--- src/rtl/mux_41_rr_sched_if.sv ---
// Bus bundle for the round-robin 4:1 mux scheduler: four request/data lanes
// in, one valid/ready beat stream out, plus the grant/select/ack status.
interface mux_41_rr_sched_if #(
  parameter int DW = 8
);

  logic [3:0]      req;
  logic [4*DW-1:0] din;
  logic            dout_ready;
  logic [3:0]      gnt;
  logic [1:0]      sel;
  logic [DW-1:0]   dout;
  logic            dout_valid;
  logic [3:0]      ack;

  // Requesters and the downstream sink drive the bus from this side.
  modport master (
    output req,
    output din,
    output dout_ready,
    input  gnt,
    input  sel,
    input  dout,
    input  dout_valid,
    input  ack
  );

  // The scheduler itself.
  modport slave (
    input  req,
    input  din,
    input  dout_ready,
    output gnt,
    output sel,
    output dout,
    output dout_valid,
    output ack
  );

endinterface

--- src/rtl/mux_41_rr_sched.sv ---
// Round-robin scheduler sharing one 4:1 mux between four requesters.
// A grant lasts at most MAX_BEATS accepted beats, or ends early when the
// granted requester drops its request. Every release is followed by one
// IDLE cycle, and the search for the next winner starts one lane past the
// lane that was just released.
module mux_41_rr_sched #(
  parameter int DW        = 8,
  parameter int MAX_BEATS = 4
) (
  input  logic               clk,
  input  logic               rst_n,
  mux_41_rr_sched_if.slave   bus
);

  typedef enum logic {
    IDLE = 1'b0,
    BUSY = 1'b1
  } state_t;

  localparam int             CW        = $clog2(MAX_BEATS + 1);
  localparam logic [CW-1:0]  LAST_BEAT = CW'(MAX_BEATS - 1);

  state_t          state_q, state_d;
  logic [3:0]      gnt_q, gnt_d;
  logic [1:0]      sel_q, sel_d;
  logic [1:0]      ptr_q, ptr_d;
  logic [CW-1:0]   beat_cnt_q, beat_cnt_d;

  logic [DW-1:0]   lanes [4];
  logic            dout_valid;
  logic            transfer;
  logic            last_beat;

  // First set request bit scanning from p upward, wrapping modulo 4.
  function automatic logic [1:0] rr_pick(input logic [3:0] r, input logic [1:0] p);
    logic [1:0] idx;
    logic       found;
    rr_pick = p;
    found   = 1'b0;
    for (int i = 0; i < 4; i++) begin
      idx = p + 2'(i);
      if (!found && r[idx]) begin
        rr_pick = idx;
        found   = 1'b1;
      end
    end
  endfunction

  // One-hot decode of a lane index.
  function automatic logic [3:0] lane_onehot(input logic [1:0] idx);
    lane_onehot = 4'b0001 << idx;
  endfunction

  // Split the packed input bus into addressable lanes.
  always_comb begin
    for (int i = 0; i < 4; i++) begin
      lanes[i] = bus.din[i*DW +: DW];
    end
  end

  // Output path is purely combinational off the registered select, so an
  // asynchronous reset of state_q drops valid and ack immediately.
  assign dout_valid     = (state_q == BUSY) && bus.req[sel_q];
  assign transfer       = dout_valid && bus.dout_ready;
  assign last_beat      = (beat_cnt_q == LAST_BEAT);

  assign bus.gnt        = gnt_q;
  assign bus.sel        = sel_q;
  assign bus.dout_valid = dout_valid;
  assign bus.dout       = dout_valid ? lanes[sel_q] : '0;
  assign bus.ack        = transfer ? lane_onehot(sel_q) : 4'b0000;

  // Next-state logic: arbitration in IDLE, beat counting and release in BUSY.
  always_comb begin
    state_d    = state_q;
    gnt_d      = gnt_q;
    sel_d      = sel_q;
    ptr_d      = ptr_q;
    beat_cnt_d = beat_cnt_q;

    unique case (state_q)
      IDLE: begin
        if (bus.req != 4'b0000) begin
          state_d    = BUSY;
          sel_d      = rr_pick(bus.req, ptr_q);
          gnt_d      = lane_onehot(rr_pick(bus.req, ptr_q));
          beat_cnt_d = '0;
        end
      end

      BUSY: begin
        // Release on the final beat of the burst, or when the owner stops
        // requesting. The select is left in place; only the grant clears.
        if ((transfer && last_beat) || !bus.req[sel_q]) begin
          state_d    = IDLE;
          gnt_d      = 4'b0000;
          ptr_d      = sel_q + 2'd1;
          beat_cnt_d = '0;
        end else if (transfer) begin
          beat_cnt_d = beat_cnt_q + CW'(1);
        end
      end

      default: begin
        state_d = IDLE;
        gnt_d   = 4'b0000;
      end
    endcase
  end

  // State, grant, select, pointer and beat counter registers.
  always_ff @(posedge clk or negedge rst_n) begin
    if (!rst_n) begin
      state_q    <= IDLE;
      gnt_q      <= 4'b0000;
      sel_q      <= 2'd0;
      ptr_q      <= 2'd0;
      beat_cnt_q <= '0;
    end else begin
      state_q    <= state_d;
      gnt_q      <= gnt_d;
      sel_q      <= sel_d;
      ptr_q      <= ptr_d;
      beat_cnt_q <= beat_cnt_d;
    end
  end

  // Structural invariants of the grant and the counter.
  a_gnt_onehot0 : assert property (@(posedge clk) disable iff (!rst_n)
    $onehot0(gnt_q));
  a_gnt_matches_sel : assert property (@(posedge clk) disable iff (!rst_n)
    (gnt_q == 4'b0000) || (gnt_q == lane_onehot(sel_q)));
  a_gnt_iff_busy : assert property (@(posedge clk) disable iff (!rst_n)
    (state_q == BUSY) == (gnt_q != 4'b0000));
  a_cnt_bound : assert property (@(posedge clk) disable iff (!rst_n)
    beat_cnt_q <= LAST_BEAT);

endmodule
--- src/flat_wrapper.sv ---
// flat-port wrapper written by rule: the top's interface ports become plain ports
module mux_41_rr_sched_flat 
#(
  parameter int DW        = 8,
  parameter int MAX_BEATS = 4
)
  (clk, rst_n, bus_req, bus_din, bus_dout_ready, bus_gnt, bus_sel, bus_dout, bus_dout_valid, bus_ack);
  mux_41_rr_sched_if #(.DW(DW)) bus_i ();
  input  logic clk;
  input  logic rst_n;
  input wire logic [$bits(bus_i.req)-1:0] bus_req;
  input wire logic [$bits(bus_i.din)-1:0] bus_din;
  input wire logic [$bits(bus_i.dout_ready)-1:0] bus_dout_ready;
  output wire logic [$bits(bus_i.gnt)-1:0] bus_gnt;
  output wire logic [$bits(bus_i.sel)-1:0] bus_sel;
  output wire logic [$bits(bus_i.dout)-1:0] bus_dout;
  output wire logic [$bits(bus_i.dout_valid)-1:0] bus_dout_valid;
  output wire logic [$bits(bus_i.ack)-1:0] bus_ack;
  assign bus_i.req = bus_req;
  assign bus_i.din = bus_din;
  assign bus_i.dout_ready = bus_dout_ready;
  assign bus_gnt = bus_i.gnt;
  assign bus_sel = bus_i.sel;
  assign bus_dout = bus_i.dout;
  assign bus_dout_valid = bus_i.dout_valid;
  assign bus_ack = bus_i.ack;
  mux_41_rr_sched #(.DW(DW), .MAX_BEATS(MAX_BEATS)) u_core (.clk(clk), .rst_n(rst_n), .bus(bus_i));
endmodule
--- config.mk ---
export PLATFORM = sky130hd
export DESIGN_NAME = mux_41_rr_sched_flat
export DESIGN_NICKNAME = d
export VERILOG_FILES = /design/src/rtl/mux_41_rr_sched_if.sv /design/src/rtl/mux_41_rr_sched.sv /design/src/flat_wrapper.sv
export SDC_FILE = /design/constraint.sdc
export NUM_CORES = 1
export LEC_CHECK = 0
export CAP_MARGIN = 20
export CORE_MARGIN = 5
export CORE_UTILIZATION = 37
export DETAILED_ROUTE_END_ITERATION = 6
export HOLD_SLACK_MARGIN = 0.08
export PLACE_DENSITY = 0.79
export SLEW_MARGIN = 10
export SYNTH_ARGS = -nofsm -noshare
export SYNTH_HDL_FRONTEND = slang
export SYNTH_SLANG_ARGS = --single-unit
--- constraint.sdc ---
create_clock -name clk -period 2 [get_ports clk]
set_input_delay 0.2 -clock clk [delete_from_list [all_inputs] [get_ports clk]]
set_output_delay 0.2 -clock clk [all_outputs]
set_load 0.01 [all_outputs]
==> results.json <==
{
  "worstPathArrival_ns": 1.73,
  "synthesis.area_sq_um": 985,
  "finalHoldViolations": 0,
  "synth_largest_area_cell": "dfrtp_1",
  "maxCapViolations": 0,
  "cts_htree_levels": 1,
  "finClkSkew_ns": 0.00103,
  "swShare": 0.393,
  "wl_per_cell_microns": 17.2,
  "seqPwrFrac": 0.228,
  "root_buffer": "clkbuf_4",
  "rows": 18,
  "nets": 205,
  "power.density_mw_per_mm2": 1180,
  "max_freq_mhz": 518,
  "portBuffers": 57,
  "grt_max_degree": 14,
  "worstSetupStartpoint": "u_core.bus.sel[0]$_DFFE_PN0P_",
  "antenna_found_initial": 0,
  "yosys_most_used_dff": "dfrtp_1",
  "period_needed_ns": 1.93,
  "combPwrFrac": 0.700,
  "placed_area_sq_mm": 0.00166,
  "min_path_type": "input port to asynchronous set/reset pin",
  "die-area_sq_mm": 0.00379,
  "firstDrtPassIters": 4,
  "insertion_delay_ns": 0.26,
  "syn_inst": 90,
  "synth_area_leaders": "dfrtp_1 30%, mux4_2 21%, and3_1 7.6%",
  "ys_types": 31,
  "power.leakage_nw": 0.769,
  "cts.clk_slew.worst_paths_ns": 0.06,
  "ys_seq_elements": 12,
  "drc": 0,
  "numClockSinks": 12,
  "ys.warnings.count": 0,
  "core_area_sq_mm": 0.00252,
  "cts_buffers": 3,
  "die_x_microns": 61.6,
  "p_int_mw": 1.17,
  "die_y_microns": 61.6,
  "fillers": 222,
  "gr-usage-all-layers": 0.194,
  "slew_viol_final": 0,
  "switchingPower_mw": 0.761,
  "via_per_inst": 5.41,
  "slew_headroom": 0.652,
  "io_pins": 58,
  "grt_pass1_vias": 1114,
  "worstSetupStartpointType": "flip-flop",
  "r2r-start": "u_core.bus.sel[0]$_DFFE_PN0P_",
  "gp_congestion": 0.916,
  "required_ns": 1.80,
  "dp_hpwl_mm": 2.75,
  "synth_common_cells": "12 x and3_1, 12 x dfrtp_1, 9 x mux4_2",
  "critical_path.max_fanout": 6,
  "stdcell_area_sq_mm": 0.00164,
  "rsz0062_at_grt": "no",
  "synth_top_area_frac": 0.305,
  "end_kind": "output pin",
  "synth_edf_count": 0,
  "vias": 1018,
  "grt_first_pass_wirelength_mm": 5.38,
  "antennaDiodeCount": 0,
  "seq_area_frac_synth": 0.305,
  "drt-total-wl_mm": 3.24,
  "irDropWorstVdd_mv": 0.995,
  "worstMarginPinSlew_ns": 0.521,
  "synth_nets": 135,
  "run_status": "finished, final reports clean",
  "finalCritPeriodShare": 0.965,
  "syn2layout_area_growth_pct": 66.1,
  "crit_type": "flip-flop to output pin",
  "hold_slack_ns": 0.278,
  "ant_nets": 0,
  "layout-drive-gt1-share": 0.266,
  "grt-ovfl-total": 0,
  "hold_buffers": 0,
  "finalSetupViolCount": 0,
  "cts_tree": "done",
  "avgSynthCellArea_sq_um": 10.9,
  "dr.first_iter.drc_count": 25,
  "pwr-share-clk": 0.072,
  "start_util": 0.390,
  "clockBufferDepth": 2,
  "async_flop_share": 1.00
}
## routing by layer
layer | GRT usage | routed length (microns) | vias to the layer above
li1 | - | - | 483
met3 | 0.0482 | 133 | 4
met5 | 0 | 0 | -
met1 | 0.237 | 1310 | 506
met4 | 0.0242 | 43 | 0
met2 | 0.353 | 1750 | 25
## cells by family after synthesis
kind of cell               after synthesis  share of synthesized area
muxes                                   12                      0.238
buffers and inverters                   11                     0.0534
DFF                                     12                      0.305
AOI/OAI and AO/OA                       21                      0.168
adders and majority gates                6                     0.0762
and+or+nand+nor                         28                      0.160
## cell usage in the layout, fill, tap and decap left out, drive strengths merged
master | netlist | final
ha | 6 | 6
o21bai | 1 | 1
nor4 | 1 | 1
o2bb2ai | 2 | 2
and2 | 1 | 1
and2b | 1 | 1
nor2b | 2 | 2
a22o | 4 | 4
mux4 | 9 | 9
nand2 | 6 | 6
o21ai | 2 | 2
inv | 6 | 6
a311oi | 1 | 1
o31ai | 3 | 3
nor2 | 3 | 3
mux2 | 1 | 1
o22a | 1 | 1
dfrtp | 12 | 12
nand4 | 1 | 1
and3 | 12 | 12
buf | 4 | 20
o22ai | 2 | 2
clkbuf | 1 | 9
a21boi | 1 | 1
a211o | 1 | 1
mux2i | 2 | 2
a21o | 1 | 1
nor3b | 1 | 1
clkdlybuf4s50 | 0 | 44
a21oi | 2 | 2
## cell type report
cell class                 instances  area, sq um  area share
multi-input combinational         67          632       0.386
timing repair buffer              70          619       0.379
sequential                        12          302       0.184
tap                               30         37.5      0.0230
clock buffer                       3         22.5      0.0138
inverter                           6         22.5      0.0138
## critical path: stages, from the launching register on
cell	delay [ns]
dfrtp_2	0.42
mux4_2	0.55
and2_4	0.18
and3_1	0.18
buf_2	0.14
## metrics by stage
stage	std cells	total power, mW	util	worst slack, ns	setup TNS (ns)
floorplan	90	1.21	-	0.184	0
global placement	183	1.83	0.657	-0.177	-1.93
detailed placement	183	1.86	0.657	-0.219	-2.50
CTS	187	1.98	0.660	0.000966	0
global route	188	2.11	0.648	0.00773	0
finish	188	1.93	0.648	0.0708	0
## final timing paths
kind / to / cells after the start / slack [ns]
max in group asynchronous: u_core.bus.sel[0]$_DFFE_PN0P_ / 1 / 1.35
min in group clk: u_core.beat_cnt_q[1]$_DFFE_PN0P_ / 2 / 0.50
hold / removal: u_core.ptr_q[0]$_DFFE_PN0P_ / 1 / 0.28
setup / recovery: bus_ack[0] / 4 / 0.07
setup reg to reg: u_core.bus.gnt[0]$_DFFE_PN0P_ / 5 / 0.14
hold reg to reg: u_core.beat_cnt_q[1]$_DFFE_PN0P_ / 2 / 0.50
## repair_timing
item / in CTS / in global routing
hold endpoints to repair: 0 / 0
gates resized for setup: 41 / 7
endpoints found under the setup margin: 13 / 7
pin swaps: 1 / 0
buffers inserted: 1 / 1
## state kept, by name (all words and copies together), names as in the netlist
| register | count |
|---|---|
| u_core.beat_cnt_q | 3 |
| u_core.bus.gnt | 4 |
| u_core.bus.sel | 2 |
| u_core.ptr_q | 2 |
| u_core.state_q | 1 |
## power by group through the flow
stage	Clock [mW]	Sequential (mW)	Combinational, mW
6_report	0.139	0.442	1.35
5_1_grt	0.161	0.460	1.49
4_1_cts	0.145	0.443	1.39
3_5_place_dp	0	0.444	1.42
3_3_place_gp	0	0.438	1.39
2_1_floorplan	0	0.457	0.756
Power figures use the tool's default switching activity.
